### src/rtl/rstseq_pkg.sv
// Shared types and helpers for the reset sequencer.
// Optional feature: define RSTSEQ_SYNC_EN for 2-flop input synchronisers.
package rstseq_pkg;

    // Sequencer phases: hold all domains, release one by one, all released.
    typedef enum logic [1:0] {
        ASSERT,
        RELEASE,
        RUN
    } rstseq_state_e;

    // Bit width needed for a counter holding 0..max_val.
    // Sizes the stretch counter (STRETCH), the wait counter (TIMEOUT-1),
    // the domain index and the filter counters.
    function automatic int cnt_w(input int max_val);
        return (max_val < 1) ? 1 : $clog2(max_val + 1);
    endfunction

endpackage

### src/rtl/rstseq_filter.sv
// Per-source request conditioning: optional 2-flop synchroniser followed by
// a FILTER-deep saturating counter. acc is high while the counter is full
// and the source is not masked.
// Optional feature: RSTSEQ_SYNC_EN adds the synchroniser.
module rstseq_filter
    import rstseq_pkg::*;
#(
    parameter int FILTER = 2
) (
    input  logic clk,
    input  logic rst,
    input  logic req,
    input  logic mask,
    output logic acc
);

    localparam int CNT_W = cnt_w(FILTER);

    logic             req_s;
    logic [CNT_W-1:0] cnt_q, cnt_d;

`ifdef RSTSEQ_SYNC_EN
    logic [1:0] sync_q, sync_d;

    // Shift the raw request through two flops before anything looks at it.
    always_comb begin
        sync_d = {sync_q[0], req};
    end

    // Synchroniser flops.
    always_ff @(posedge clk) begin
        if (rst) begin
            sync_q <= '0;
        end else begin
            sync_q <= sync_d;
        end
    end

    assign req_s = sync_q[1];
`else
    assign req_s = req;
`endif

    // Count consecutive high samples, saturating at FILTER; any low sample restarts.
    always_comb begin
        // NOTE: default first so every path assigns cnt_d and no latch is inferred.
        cnt_d = cnt_q;
        if (!req_s) begin
            cnt_d = '0;
        end else if (cnt_q != CNT_W'(FILTER)) begin
            cnt_d = cnt_q + CNT_W'(1);
        end
    end

    // Filter counter register.
    always_ff @(posedge clk) begin
        // NOTE: non-blocking assignments for all flop updates so every register samples pre-edge values.
        if (rst) begin
            cnt_q <= '0;
        end else begin
            cnt_q <= cnt_d;
        end
    end

    assign acc = (cnt_q == CNT_W'(FILTER)) && !mask;

endmodule

### src/rtl/reset_sequencer.sv
// Reset manager: accepts NUM_SRC filtered reset requests, stretches the
// reset, then releases NUM_DOM domains in order with a ready handshake and
// timeout. Keeps sticky cause and timeout flags for software.
// Optional feature: RSTSEQ_SYNC_EN synchronises src_req and dom_ready.
module reset_sequencer
    import rstseq_pkg::*;
#(
    parameter int NUM_SRC = 4,
    parameter int NUM_DOM = 3,
    parameter int FILTER  = 2,
    parameter int STRETCH = 16,
    parameter int STAGGER = 4,
    parameter int TIMEOUT = 64
) (
    input  logic               clk,
    input  logic               rst,
    input  logic [NUM_SRC-1:0] src_req,
    input  logic [NUM_SRC-1:0] src_mask,
    input  logic [NUM_DOM-1:0] dom_ready,
    input  logic               cause_clr,
    output logic [NUM_DOM-1:0] dom_rst,
    output logic               seq_busy,
    output logic [NUM_SRC:0]   cause,
    output logic [NUM_DOM-1:0] tmo_err
);

    localparam int STRETCH_W = cnt_w(STRETCH);
    localparam int WAIT_W    = cnt_w(TIMEOUT - 1);
    localparam int IDX_W     = cnt_w(NUM_DOM - 1);

    logic [NUM_SRC-1:0] acc, acc_rise;
    logic [NUM_DOM-1:0] ready_s;
    logic               advance;

    rstseq_state_e      state_q, state_d;
    logic [STRETCH_W-1:0] stretch_q, stretch_d;
    logic [WAIT_W-1:0]  wait_q, wait_d;
    logic [IDX_W-1:0]   idx_q, idx_d;
    logic [NUM_SRC-1:0] acc_q, acc_d;
    logic [NUM_DOM-1:0] dom_rst_q, dom_rst_d;
    logic               seq_busy_q, seq_busy_d;
    logic [NUM_SRC:0]   cause_q, cause_d;
    logic [NUM_DOM-1:0] tmo_q, tmo_d;

    for (genvar i = 0; i < NUM_SRC; i++) begin : g_src
        rstseq_filter #(.FILTER(FILTER)) u_filter (
            .clk  (clk),
            .rst  (rst),
            .req  (src_req[i]),
            .mask (src_mask[i]),
            .acc  (acc[i])
        );
    end

`ifdef RSTSEQ_SYNC_EN
    logic [NUM_DOM-1:0] ready_meta_q, ready_meta_d, ready_sync_q, ready_sync_d;

    // Two-stage shift of the ready handshakes coming from other clock domains.
    always_comb begin
        ready_meta_d = dom_ready;
        ready_sync_d = ready_meta_q;
    end

    // Ready synchroniser flops.
    always_ff @(posedge clk) begin
        if (rst) begin
            ready_meta_q <= '0;
            ready_sync_q <= '0;
        end else begin
            ready_meta_q <= ready_meta_d;
            ready_sync_q <= ready_sync_d;
        end
    end

    assign ready_s = ready_sync_q;
`else
    assign ready_s = dom_ready;
`endif

    // Next-state, counters, sticky flags and registered output values.
    always_comb begin
        state_d   = state_q;
        stretch_d = stretch_q;
        wait_d    = wait_q;
        idx_d     = idx_q;
        acc_d     = acc;
        cause_d   = cause_q;
        tmo_d     = tmo_q;
        advance   = 1'b0;
        acc_rise  = acc & ~acc_q;

        // Clear first so a cause or timeout arriving in the same cycle wins.
        if (cause_clr) begin
            cause_d = '0;
            tmo_d   = '0;
        end
        cause_d[NUM_SRC-1:0] = cause_d[NUM_SRC-1:0] | acc_rise;

        if (|acc) begin
            // Any accepted request restarts the whole sequence from scratch.
            state_d   = ASSERT;
            stretch_d = STRETCH_W'(STRETCH);
            idx_d     = '0;
            wait_d    = '0;
        end else begin
            case (state_q)
                ASSERT: begin
                    if (stretch_q <= STRETCH_W'(1)) begin
                        state_d = RELEASE;
                        idx_d   = '0;
                        wait_d  = '0;
                    end else begin
                        stretch_d = stretch_q - STRETCH_W'(1);
                    end
                end
                RELEASE: begin
                    wait_d = wait_q + WAIT_W'(1);
                    if (wait_q >= WAIT_W'(STAGGER - 1) && ready_s[idx_q]) begin
                        advance = 1'b1;
                    end else if (wait_q == WAIT_W'(TIMEOUT - 1)) begin
                        advance     = 1'b1;
                        tmo_d[idx_q] = 1'b1;
                    end
                    if (advance) begin
                        if (idx_q == IDX_W'(NUM_DOM - 1)) begin
                            state_d = RUN;
                        end else begin
                            idx_d  = idx_q + IDX_W'(1);
                            wait_d = '0;
                        end
                    end
                end
                RUN: begin
                    state_d = RUN;
                end
                default: begin
                    state_d = ASSERT;
                end
            endcase
        end

        // Domains up to and including the current index are out of reset.
        dom_rst_d = '1;
        for (int d = 0; d < NUM_DOM; d++) begin
            case (state_d)
                RELEASE: dom_rst_d[d] = (d > int'(idx_d));
                RUN:     dom_rst_d[d] = 1'b0;
                default: dom_rst_d[d] = 1'b1;
            endcase
        end
        seq_busy_d = |dom_rst_d;
    end

    // State, counters and registered outputs.
    always_ff @(posedge clk) begin
        if (rst) begin
            state_q    <= ASSERT;
            stretch_q  <= STRETCH_W'(STRETCH);
            wait_q     <= '0;
            idx_q      <= '0;
            acc_q      <= '0;
            dom_rst_q  <= '1;
            seq_busy_q <= 1'b1;
            cause_q    <= {1'b1, {NUM_SRC{1'b0}}};
            tmo_q      <= '0;
        end else begin
            state_q    <= state_d;
            stretch_q  <= stretch_d;
            wait_q     <= wait_d;
            idx_q      <= idx_d;
            acc_q      <= acc_d;
            dom_rst_q  <= dom_rst_d;
            seq_busy_q <= seq_busy_d;
            cause_q    <= cause_d;
            tmo_q      <= tmo_d;
        end
    end

    assign dom_rst  = dom_rst_q;
    assign seq_busy = seq_busy_q;
    assign cause    = cause_q;
    assign tmo_err  = tmo_q;

endmodule

### config.mk
export PLATFORM = sky130hd
export DESIGN_NAME = reset_sequencer
export DESIGN_NICKNAME = d
export VERILOG_FILES = /design/src/rtl/rstseq_pkg.sv /design/src/rtl/rstseq_filter.sv /design/src/rtl/reset_sequencer.sv
export SDC_FILE = /design/constraint.sdc
export NUM_CORES = 1
export LEC_CHECK = 0
export CAP_MARGIN = 20
export CORE_ASPECT_RATIO = 1.1
export CORE_UTILIZATION = 49
export DETAILED_ROUTE_END_ITERATION = 7
export PLACE_DENSITY_LB_ADDON = 0.3
export SYNTH_ARGS = -nofsm -noshare
export SYNTH_HDL_FRONTEND = slang
export SYNTH_HIERARCHICAL = 1
export SYNTH_SLANG_ARGS = --single-unit
### constraint.sdc
create_clock -name clk -period 2.2 [get_ports clk]
set_clock_uncertainty 0.1 [all_clocks]
set_input_delay 0.44 -clock clk [delete_from_list [all_inputs] [get_ports clk]]
set_output_delay 0.44 -clock clk [all_outputs]
set_load 0.005 [all_outputs]
# Yosys cells after proc, flatten, opt, wreduce, memory -nomap -nowiden
# Cells that the tools add are included.
[totals]
input_bits = 14
elab_cells = 104
reg_bits = 39
out_inout_bits = 12
[classes]
eq_ne = 15
n_reduce_logical = 22
n_bitwise = 9
n_mux = 31
n_lt_le_gt_ge = 6
addsub = 7
[ops]
columns = ["cell", "n"]
rows = [
  ["$mux 6", 3],
  ["$mux 2", 8],
  ["$mux 3", 5],
  ["$eq 2x2->1 const B", 7],
  ["$pmux 6 s2", 1],
  ["$add 2x1->2 const B", 5],
  ["$ne 2x2->1 const B", 5],
  ["$reduce_or 2->1", 5],
  ["$mux 1", 7],
  ["$add 6x1->6 const B", 1],
  ["$eq 6x6->1 const B", 1],
  ["$ge 6x2->1 const B", 1],
  ["$logic_and 1x1->1", 6],
  ["$pmux 2 s3", 1],
  ["$le 5x1->1 const B", 1],
  ["$not 1->1", 5],
  ["$reduce_or 5->1", 1],
  ["$sub 5x1->5 const B", 1],
  ["$and 4x4->4", 1],
  ["$eq 2x1->1 const B", 2],
  ["$logic_not 1->1", 4],
  ["$mux 4", 1],
  ["$not 4->4", 1],
  ["$or 4x4->4", 1],
  ["other kinds (14)", 16],
]

# Depth between registers and ports, before layout
[depth]
word_depth = 13
mapped_depth = 12

# Hierarchy
# The synthesis kept the hierarchy.
[modules_own_cells]
columns = ["module", "area_per_inst_um2", "instances", "cells_each"]
rows = [
  ["reset_sequencer", 1495.2, 1, 165],
  ["rstseq_filter", 100.1, 4, 11],
]

# Worst setup path before layout
# OpenSTA, ideal clock, no wires.
[synth_timing]
path_kind = "flip-flop to flip-flop"
from = "reg g_src[1].u_filter.cnt_q[0]"
to = "reg dom_rst_q[2] (netlist: dom_rst[2])"
t_required_ns = 1.985
slack_ns = -0.212
stages_incl_launch_ff = 10
arrival_ns = 2.198
n_path_buf = 0
cell_sequence = "dfxtp_1 inv_1 ha_1 nor2b_1 or4_4 or2_2 ha_1 nor3b_1 a41oi_1 o21a_1"
[synth_via]
elab_chain_len = 6
word_cells_on_any_way = 9
classes_between = "1 x order compare; 3 x eq/ne; 3 x mux; 2 x reduce/logical"
[synth_rtl]
columns = ["item", "line", "text"]
rows = [
  ["start, declared", "rstseq_filter.sv:20", "logic [CNT_W-1:0] cnt_q, cnt_d;"],
  ["start signal, assigned", "rstseq_filter.sv:61", "cnt_q <= cnt_d;"],
  ["$eq 2x2->1 *", "rstseq_filter.sv:65", "assign acc = (cnt_q == CNT_W'(FILTER)) && !mask;"],
  ["$logic_and 1x1->1 *", "rstseq_filter.sv:65", ""],
  ["via acc[1]", "reset_sequencer.sv:31", "logic [NUM_SRC-1:0] acc, acc_rise;"],
  ["$reduce_or 4->1 *", "reset_sequencer.sv:99", "if (|acc) begin"],
  ["$mux 2", "reset_sequencer.sv:99", ""],
  ["$gt 2x2->1, or another cell as far along", "reset_sequencer.sv:146", "RELEASE: dom_rst_d[d] = (d > int'(idx_d));"],
  ["$pmux 1 s2 *", "reset_sequencer.sv:145", "case (state_d)"],
  ["end signal, assigned", "reset_sequencer.sv:172", "dom_rst_q <= dom_rst_d;"],
  ["end, declared", "reset_sequencer.sv:40", "logic [NUM_DOM-1:0] dom_rst_q, dom_rst_d;"],
]
# Mark *: on every way through the listed nets, which the timed path passes. The rest lies on a longest branch.
# A chain may end at the register's enable or synchronous reset.

# Worst setup path after layout
[layout_timing]
from = "in dom_ready[2]"
to = "reg dom_rst_q[2] (netlist: dom_rst[2])"
[layout_via]
elab_chain_len = 11
word_cells_on_any_way = 16
classes_between = "1 x order compare; 2 x eq/ne; 12 x mux; 1 x reduce/logical"
[layout_rtl]
columns = ["item", "line", "text"]
rows = [
  ["start, declared", "reset_sequencer.sv:19", "input logic [NUM_DOM-1:0] dom_ready,"],
  ["$bmux 1 s2 *", "reset_sequencer.sv:118", "if (wait_q >= WAIT_W'(STAGGER - 1) && ready_s[idx_q]) begin"],
  ["$mux 1 (implied by the code) *", "reset_sequencer.sv:118", ""],
  ["$logic_and 1x1->1 *", "reset_sequencer.sv:118", ""],
  ["$mux 1 *", "reset_sequencer.sv:118", ""],
  ["$mux 1 *", "reset_sequencer.sv:106", "case (state_q)"],
  ["$mux 1 *", "reset_sequencer.sv:99", ""],
  ["$mux 2 *", "reset_sequencer.sv:124", "if (advance) begin"],
  ["$pmux 2 s3 *", "reset_sequencer.sv:106", ""],
  ["$mux 2 *", "reset_sequencer.sv:99", ""],
  ["via state_d[1]", "reset_sequencer.sv:35", "rstseq_state_e state_q, state_d;"],
  ["$eq 2x2->1 / $eq 2x1->1 (equally long branches)", "reset_sequencer.sv:145", ""],
  ["$pmux 1 s2 *", "reset_sequencer.sv:145", ""],
]
# Mark *: on every way through the listed nets, which the timed path passes. The rest lies on a longest branch. The select of a mux whose other input is x is not followed.

==> metrics.txt <==
final hold slack 0.370 ns; vias per cell 5.30; Seq/Total Area, Yosys 0.401; RSZ-0062 raised after global routing yes; status complete, but fails checks; die area 4120 µm²; Setup-failing EPs final 3; Max Cap Viol 0; Final Instance Area 2740 µm²; Distinct cells, synth 51; Sw Pwr 0.585 mW; ant diodes 0; maximum net fanout on the critical path 3; Reg power frac 0.433; vias in the first global route 1628; Fin. Hold Viols 0; dpl cell area 2550 µm²; DP HPWL 3170 µm; VDD IR max 0.000554 V; Worst-Skew Late Latency 0.29 ns; Final Max Slew Viols 0; proportion of power drawn by the clock network 0.263; Worst-path clk slew 0.07 ns; Critical Path Sink Type flip-flop; #FFs+latches synth 38; Synth async-reset ratio 0; post-synthesis cell count 209; min cycle time layout 2.34 ns; Clock Sinks 38; leak pwr 1.10 nW; cts hold-fix bufs 0; Routed wire per std cell 13.4 µm; Top FF cell, synth dfxtp_1; Area contributors post-synth dfxtp_1, ha_1, nor2_1, inv_1, nor2b_1; top cell type's share of synthesized area 0.401; CTS buffer count 5; failing checks setup timing; P_int 1.29 mW; initial antenna violation count 0; Crit path required time 2.34 ns; Final GP Congestion 0.863; PnR Total Power 1.87 mW; syn nets 236; Rows 23; root buf cell clkbuf_8; core area 3680 µm²; Die Span Y 67.2 µm; worst slew pin tran 0.480 ns; area grow syn2layout 44.5%; largest area contributor in the netlist dfxtp_1; synthesized area per cell 9.07 µm²; Comb power frac 0.304; DR vias 1750; CTS tree yes; HP Class reg2reg; Layout Nets 306; Commonest cells post-synth dfxtp_1, nor2_1, inv_1; CTS Buffer Depth 2; grt ovf 0; I/O pin total 26; setup ws final -0.138 ns; largest net degree at the start of global routing 17; GRT Resource Usage Total 0.234; final core utilization 0.744; top-count cell post-synth dfxtp_1; Max Clock Freq 428 MHz; first-pass GRT wire length 7130 µm; DRT iter0 DRCs 87; PwrDens 684 nW/µm²; Critical Path Source Type input port; Synth Warn # 6; Routed Wire Length 4410 µm; Post-synth EDFFs 0; fin crit share 1.06; Rel. slew slack 0.679; synthesized cell area 1900 µm²; pre-CTS setup slack -0.548 ns; die width 61.3 µm; switching power share of the total 0.312; Initial Util 0.515; DRT antenna net count 0; Port-buffer cells 25; first-pass iteration count of the detailed router 4; H-tree levels 2; share of cells above drive strength 1 0.314; Crit path arrival time 2.48 ns; critical path type in2reg; DRC 0
==> repair_timing <==
item / CTS / global route
resized for setup: 12 / 2
cloned: 0 / 0
pin swaps: 5 / 3
buffers inserted: 3 / 2
endpoints found under the setup margin: 7 / 13
==> path summary, 6_finish.rpt <==
kind	to	slack, ns	startpoint	cells past startpoint
setup / recovery	dom_rst[2]	-0.14	dom_ready[2]	11
hold / removal	g_src[1].u_filter/cnt_q[1]	0.37	g_src[1].u_filter/cnt_q[1]	2
hold reg to reg	g_src[1].u_filter/cnt_q[1]	0.37	g_src[1].u_filter/cnt_q[1]	2
setup reg to reg	dom_rst[2]	-0.13	wait_q[1]	11
==> logic make-up after synthesis <==
logic type	count (synthesis)	synth area share
compound gates	46	0.187
xor+xnor	8	0.0370
fa+ha+maj	13	0.0858
buf+inv	21	0.0475
flops	38	0.401
mux	2	0.0106
simple gates	81	0.230
==> power by group through the flow <==
stage / clock network (mW) / logic (mW) / registers [mW]
after global placement: 0 / 0.519 / 0.826
final: 0.493 / 0.570 / 0.811
after detailed placement: 0 / 0.533 / 0.826
after floorplan: 0 / 0.368 / 0.820
after global routing: 0.532 / 0.636 / 0.822
after CTS: 0.505 / 0.560 / 0.811
==> area by class of cell <==
class | instances | area [µm²]
inverter | 17 | 63.8
clock buffer | 7 | 86.3
tap | 50 | 62.6
clock inverter | 1 | 5.00
fill | 257 | 945
sequential | 38 | 767
multi-input combinational | 150 | 1190
timing repair buffer | 67 | 562
==> metal layers <==
metal | global-route usage | up-vias | routed length, µm
met2 | 0.404 | 51 | 2160
met1 | 0.285 | 819 | 1950
met5 | 0 | - | 0
met3 | 0.0441 | 9 | 231
met4 | 0.0824 | 0 | 70
li1 | - | 871 | -
==> critical path: stages <==
cell	delay (ns)
clkdlybuf4s50_1	0.43
mux2i_2	0.22
and2_1	0.27
o22ai_4	0.10
a31oi_1	0.20
buf_4	0.16
nor2_1	0.04
ha_2	0.17
nor3b_4	0.15
a41oi_2	0.16
o21a_1	0.14
==> placed cells by master, fill, tap and decap left out, drive strengths merged, types with 4 or more instances in the layout <==
master	n
a21oi	9
a22oi	7
a31oi	5
buf	42
clkbuf	7
clkdlybuf4s50	22
dfxtp	38
ha	13
inv	17
nand2	14
nand2b	4
nand3	5
nor2	24
nor2b	10
o21ai	4
or2	8
xor2	7
==> registers in the layout, summed over array words and instances (netlist names) <==
register	cells
g_src.u_filter/cnt_q	8
wait_q	6
cause	5
stretch_q	5
acc_q	4
dom_rst	3
tmo_err	3
idx_q	2
state_q	2
==> stage by stage <==
stage	cells	TNS, ns
3_5_place_dp	317	-5.81
2_1_floorplan	209	-0.156
4_1_cts	328	-0.315
6_report	330	-0.352
3_3_place_gp	317	-5.29
5_1_grt	330	-1.03
(Power assumes the default switching activity.)
